File: src/rtl/scale_fifo_pkg.sv
// Shared types and default widths for the scaler prefetch-FIFO line reader.
package scale_fifo_pkg;

  localparam int unsigned DATA_W_DFLT = 32;
  localparam int unsigned HCNT_W_DFLT = 12;
  localparam int unsigned VCNT_W_DFLT = 12;
  localparam int unsigned GAP_W_DFLT  = 8;

  typedef enum logic [1:0] {
    IDLE  = 2'd0,
    LINE  = 2'd1,
    GAP   = 2'd2,
    DRAIN = 2'd3
  } line_state_e;

  // Framing markers carried alongside each output word.
  typedef struct packed {
    logic eof;
    logic eol;
    logic sof;
    logic sol;
  } line_marks_t;

endpackage

File: src/rtl/scale_fifo_out_slice.sv
// Single-stage valid/ready output register holding a pixel word and its framing markers.
module scale_fifo_out_slice
  import scale_fifo_pkg::*;
#(
  parameter int unsigned DATA_W = DATA_W_DFLT
) (
  input  logic              clk,
  input  logic              rst_n,
  input  logic              load,
  input  logic [DATA_W-1:0] load_data,
  input  logic              load_sof,
  input  logic              load_sol,
  input  logic              load_eol,
  input  logic              load_eof,
  input  logic              ready,
  output logic [DATA_W-1:0] data,
  output logic              valid,
  output logic              sof,
  output logic              sol,
  output logic              eol,
  output logic              eof,
  output logic              can_load
);

  logic [DATA_W-1:0] data_q;
  line_marks_t       marks_q;
  logic              valid_q;

  // A load may coincide with the transfer of the current word.
  assign can_load = ~valid_q | ready;

  always_ff @(posedge clk) begin
    if (!rst_n) begin
      data_q  <= '0;
      marks_q <= '0;
      valid_q <= 1'b0;
    end else if (load) begin
      data_q      <= load_data;
      marks_q.sof <= load_sof;
      marks_q.sol <= load_sol;
      marks_q.eol <= load_eol;
      marks_q.eof <= load_eof;
      valid_q     <= 1'b1;
    end else if (valid_q && ready) begin
      valid_q <= 1'b0;
    end
  end

  assign data  = data_q;
  assign valid = valid_q;
  assign sof   = marks_q.sof;
  assign sol   = marks_q.sol;
  assign eol   = marks_q.eol;
  assign eof   = marks_q.eof;

endmodule

File: src/rtl/scale_fifo_line_reader.sv
// Pops words from the show-ahead prefetch FIFO and re-emits them as a framed
// ready/valid pixel stream with sof/sol/eol/eof and a programmable line gap.
module scale_fifo_line_reader
  import scale_fifo_pkg::*;
#(
  parameter int unsigned DATA_W = DATA_W_DFLT,
  parameter int unsigned HCNT_W = HCNT_W_DFLT,
  parameter int unsigned VCNT_W = VCNT_W_DFLT,
  parameter int unsigned GAP_W  = GAP_W_DFLT
) (
  input  logic              clk,
  input  logic              rst_n,
  input  logic              start,
  input  logic [HCNT_W-1:0] h_active,
  input  logic [VCNT_W-1:0] v_active,
  input  logic [GAP_W-1:0]  line_gap,
  input  logic [DATA_W-1:0] fifo_rd_data,
  input  logic              fifo_rd_vld,
  output logic              fifo_rd_en,
  output logic [DATA_W-1:0] out_data,
  output logic              out_valid,
  input  logic              out_ready,
  output logic              out_sof,
  output logic              out_sol,
  output logic              out_eol,
  output logic              out_eof,
  output logic              busy,
  output logic              frame_done
);

  line_state_e       state_q, state_d;
  logic [HCNT_W-1:0] x_q, x_d;
  logic [VCNT_W-1:0] y_q, y_d;
  logic [GAP_W-1:0]  gap_q, gap_d;
  logic [HCNT_W-1:0] h_q, h_d;
  logic [VCNT_W-1:0] v_q, v_d;
  logic [GAP_W-1:0]  gap_len_q, gap_len_d;
  logic              busy_q;
  logic              zero_done_q, zero_done_d;
  logic              drain_done;
  logic              rd_en;
  logic              pop;
  logic              can_load;
  logic              last_x, last_y;
  logic              mk_sol, mk_eol, mk_sof, mk_eof;

  assign last_x = (x_q == h_q - HCNT_W'(1));
  assign last_y = (y_q == v_q - VCNT_W'(1));
  assign mk_sol = (x_q == '0);
  assign mk_eol = last_x;
  assign mk_sof = mk_sol & (y_q == '0);
  assign mk_eof = mk_eol & last_y;

  // Next-state, counter updates and pop decision.
  always_comb begin
    state_d     = state_q;
    x_d         = x_q;
    y_d         = y_q;
    gap_d       = gap_q;
    h_d         = h_q;
    v_d         = v_q;
    gap_len_d   = gap_len_q;
    zero_done_d = 1'b0;
    drain_done  = 1'b0;
    rd_en       = 1'b0;
    pop         = 1'b0;

    unique case (state_q)
      IDLE: begin
        if (start) begin
          if ((h_active != '0) && (v_active != '0)) begin
            h_d       = h_active;
            v_d       = v_active;
            gap_len_d = line_gap;
            x_d       = '0;
            y_d       = '0;
            state_d   = LINE;
          end else begin
            zero_done_d = 1'b1;
          end
        end
      end

      LINE: begin
        rd_en = can_load;
        pop   = can_load & fifo_rd_vld;
        if (pop) begin
          if (last_x) begin
            x_d = '0;
            y_d = y_q + VCNT_W'(1);
            if (last_y) begin
              state_d = DRAIN;
            end else if (gap_len_q != '0) begin
              gap_d   = gap_len_q;
              state_d = GAP;
            end
          end else begin
            x_d = x_q + HCNT_W'(1);
          end
        end
      end

      GAP: begin
        gap_d = gap_q - GAP_W'(1);
        if (gap_q == GAP_W'(1)) begin
          state_d = LINE;
        end
      end

      DRAIN: begin
        // Only the eof word can be left in the output register here.
        if (out_valid && out_ready && out_eof) begin
          drain_done = 1'b1;
          state_d    = IDLE;
        end
      end

      default: state_d = IDLE;
    endcase
  end

  always_ff @(posedge clk) begin
    if (!rst_n) begin
      state_q     <= IDLE;
      x_q         <= '0;
      y_q         <= '0;
      gap_q       <= '0;
      h_q         <= '0;
      v_q         <= '0;
      gap_len_q   <= '0;
      busy_q      <= 1'b0;
      zero_done_q <= 1'b0;
    end else begin
      state_q     <= state_d;
      x_q         <= x_d;
      y_q         <= y_d;
      gap_q       <= gap_d;
      h_q         <= h_d;
      v_q         <= v_d;
      gap_len_q   <= gap_len_d;
      busy_q      <= (state_d != IDLE);
      zero_done_q <= zero_done_d;
    end
  end

  scale_fifo_out_slice #(
    .DATA_W (DATA_W)
  ) u_out_slice (
    .clk       (clk),
    .rst_n     (rst_n),
    .load      (pop),
    .load_data (fifo_rd_data),
    .load_sof  (mk_sof),
    .load_sol  (mk_sol),
    .load_eol  (mk_eol),
    .load_eof  (mk_eof),
    .ready     (out_ready),
    .data      (out_data),
    .valid     (out_valid),
    .sof       (out_sof),
    .sol       (out_sol),
    .eol       (out_eol),
    .eof       (out_eof),
    .can_load  (can_load)
  );

  // frame_done must coincide with the eof transfer, so that path is not registered.
  assign fifo_rd_en = rd_en;
  assign busy       = busy_q;
  assign frame_done = zero_done_q | drain_done;

endmodule

File: config.mk
export PLATFORM = sky130hd
export DESIGN_NAME = scale_fifo_line_reader
export DESIGN_NICKNAME = d
export VERILOG_FILES = /design/src/rtl/scale_fifo_pkg.sv /design/src/rtl/scale_fifo_out_slice.sv /design/src/rtl/scale_fifo_line_reader.sv
export SDC_FILE = /design/constraint.sdc
export NUM_CORES = 1
export LEC_CHECK = 0
export CORE_UTILIZATION = 29
export CTS_BUF_LIST = sky130_fd_sc_hd__clkbuf_16
export DETAILED_ROUTE_END_ITERATION = 8
export DONT_BUFFER_PORTS = 1
export HOLD_SLACK_MARGIN = 0.06
export PLACE_DENSITY_LB_ADDON = 0.1
export SYNTH_ARGS = -nofsm -noshare
export SYNTH_HDL_FRONTEND = slang
export SYNTH_SLANG_ARGS = --single-unit
export TNS_END_PERCENT = 1
File: constraint.sdc
create_clock -name clk -period 5.5 [get_ports clk]
set_input_delay 0 -clock clk [delete_from_list [all_inputs] [get_ports clk]]
set_output_delay 0 -clock clk [all_outputs]
set_load 0.02 [all_outputs]
==> run summary <==
Final TNS setup: 0 ns
Worst Hold Class: input pin to register
Layout cell share with drive strength beyond 1: 6.41%
Most common cell in the netlist: dfxtp_1
First DRT Iteration DRCs: 170
RePlAce Congestion: 0.805
CP Data Arrival Time: 3.50 ns
Cts repair resizes: 0
Pins over their slew limit: 0
Fmax: 308 MHz
Status: finished, violations left
Netlist Area Pre-Place: 5450 um2
CTS tree: done
First-pass GRT wire length: 24.0 mm
Via/cell ratio: 5.01
Pwr dens: 260 nW/um2
Max FO, Critical Path: 34
Total track usage: 15.6%
Final hold vios: 0
Syn nets: 707
Total power: 0.00171 W
CP Capture Type: register
Initial antenna violation count: 1
Unrepaired setup endpoints after global routing: no
Die area: 19300 um2
Die W: 139 um
Filler cell count: 1867
Crit path launch type: register
Worst endpoint required time: 5.75 ns
CTS root buffer: clkbuf_16
DRT Pass-1 Iters: 6
Clock Latency Late Sink: 0.35 ns
Leak: 2.40 nW
Initial Utilization: 29.9%
Hold Slack: 0.110 ns
Post-CTS Setup Inserts: 0
Final worst-path cycle share: 59.1%
Port Buffers: 0
Vias in the first global route: 4713
CTS H-tree lvls: 3
Synth top area cells: dfxtp_1 (39%), nand2_1 (6.4%), mux2i_1 (5.9%)
Post-Route WL: 14.8 mm
Setup Skew: 0.00863 ns
Core Util, Final: 36.2%
WP buf/inv: 0
Most frequent cells after synthesis: dfxtp_1 (105), nand2_1 (93), nor2b_1 (37)
# diodes: 0
Peak VDD IR: 0.169 mV
Synthesized instance count: 630
Number of synthesized flops with an enable pin: 0
CTS Hold Bufs: 72
CTS Buffer Depth: 2
Worst Path Class, Setup: register to register
DP HPWL: 10.5 mm
Setup-failing EPs final: 0
Final worst path period need: 3.25 ns
Synth warnings: 0
Most used DFF post-synth: dfxtp_1
Post-synth top area share: 38.6%
CP max stage cell: and3_1
Yosys cell types: 72
Largest net degree at the start of global routing: 85
# rows: 49
Clock transition at path regs: 0.08 ns
Final nets: 759
Worst rel slew slack: 14.4%
Register area share after synthesis: 38.6%
CTS sink count: 105
Worst Tran Pin Value: 1.28 ns
Boundary Pins: 109
Cells along the critical path: nor2b_1 -> and3_1 -> and2_4 -> nand4_4 -> a2111oi_4 -> a21oi_1 -> o21a_1
Delay-heaviest family, CP: simple AND/OR/NAND/NOR gates
Area delta synth->final: 20.9%
Failing checks: DRC
Drt wl/cell: 16.2 um
Die height: 139 um
Post-synthesis async set-or-reset flop share: 0%
Largest area contributor in the netlist: dfxtp_1
Number of routed nets with antenna violations: 0
Area of the core: 18200 um2
GR Overflow Total: 0
Slowest cell delay on critical path: 1.05 ns
Mean area per synthesized cell: 8.65 um2
Max_cap viols: 0
Synthesis-stage register bit count: 105
DR DRC count: 3
CTS buffer count: 9
Via count: 4585
tightest hold or removal path: cells and delay by family:
| kind | cells | cell delay [ns] |
|---|---|---|
| AND/OR/NAND/NOR | 2 | 0.13 |
| AO/OA/AOI/OAI | 3 | 0.28 |
sequential cells by signal, summed over array words and instances, names as in the netlist:
| name | count |
|---|---|
| zero_done_q | 1 |
| u_out_slice.eol | 1 |
| u_out_slice.data | 32 |
| v_q | 12 |
| y_q | 12 |
| gap_q | 8 |
| busy | 1 |
| gap_len_q | 8 |
| x_q | 12 |
| h_q | 12 |
| state_q | 2 |
| u_out_slice.eof | 1 |
| u_out_slice.sof | 1 |
| u_out_slice.valid | 1 |
| u_out_slice.sol | 1 |
kinds of logic after synthesis:
| kind of cell | synth area share, % |
|---|---|
| compound gates | 15.6 |
| xor+xnor | 6.91 |
| fa+ha+maj | 1.84 |
| buf+inv | 4.59 |
| flops | 38.6 |
| mux | 5.88 |
| simple gates | 26.6 |
final cells by class:
cell class	count	area (um2)	share of cell area (%)
Clock buffer	9	225	3.42
Clock inverter	6	50.0	0.760
Timing Repair Buffer	74	753	11.4
Multi-Input combinational cell	474	3100	47.1
Inverter	18	67.6	1.03
Sequential cell	105	2100	31.9
Tap cell	229	287	4.35
where the power goes:
group | internal (W) | switching (W)
sequential | 0.000790 | 0.0000497
clock | 0.000312 | 0.000309
combinational | 0.000126 | 0.000123
total | 0.00123 | 0.000482
layout by cell type, fill, tap and decap left out, drive strengths merged, types with 17 or more instances in the layout:
cell type,netlist,final
a21boi,35,35
a21oi,22,22
dfxtp,105,105
dlygate4sd3,0,71
inv,18,22
mux2i,32,32
nand2,94,94
nand3,19,19
nor2,32,32
nor2b,37,37
o21ai,18,18
xnor2,26,26
xor2,17,17
through the flow:
stage | cells | worst slack, ns | cell area (um2)
after floorplan | 630 | 2.75 | 5450
after global placement | 828 | 2.32 | 5570
after detailed placement | 828 | 2.21 | 5570
after CTS | 915 | 2.20 | 6580
after global routing | 915 | 1.96 | 6580
final | 915 | 2.25 | 6580
path summary, 6_finish.rpt:
kind	startpoint	end	slack, ns	depth (start not counted)
worst max-delay path	state_q[0]	y_q[8]	2.25	7
worst min-delay path	out_ready	state_q[0]	0.11	5
worst max register to register	state_q[0]	y_q[8]	2.25	7
worst min register to register	gap_q[7]	gap_q[7]	0.49	2
per-layer routing:
layer  share of wire (%)  global-route usage (%)  vias up
li1                    -                       -     2295
met5                   0                       0        -
met3                 7.0                    5.28       14
met2                  46                    26.5      114
met1                  46                    18.6     2162
met4                 1.1                    4.09        0
Power figures use the tool's default switching activity.
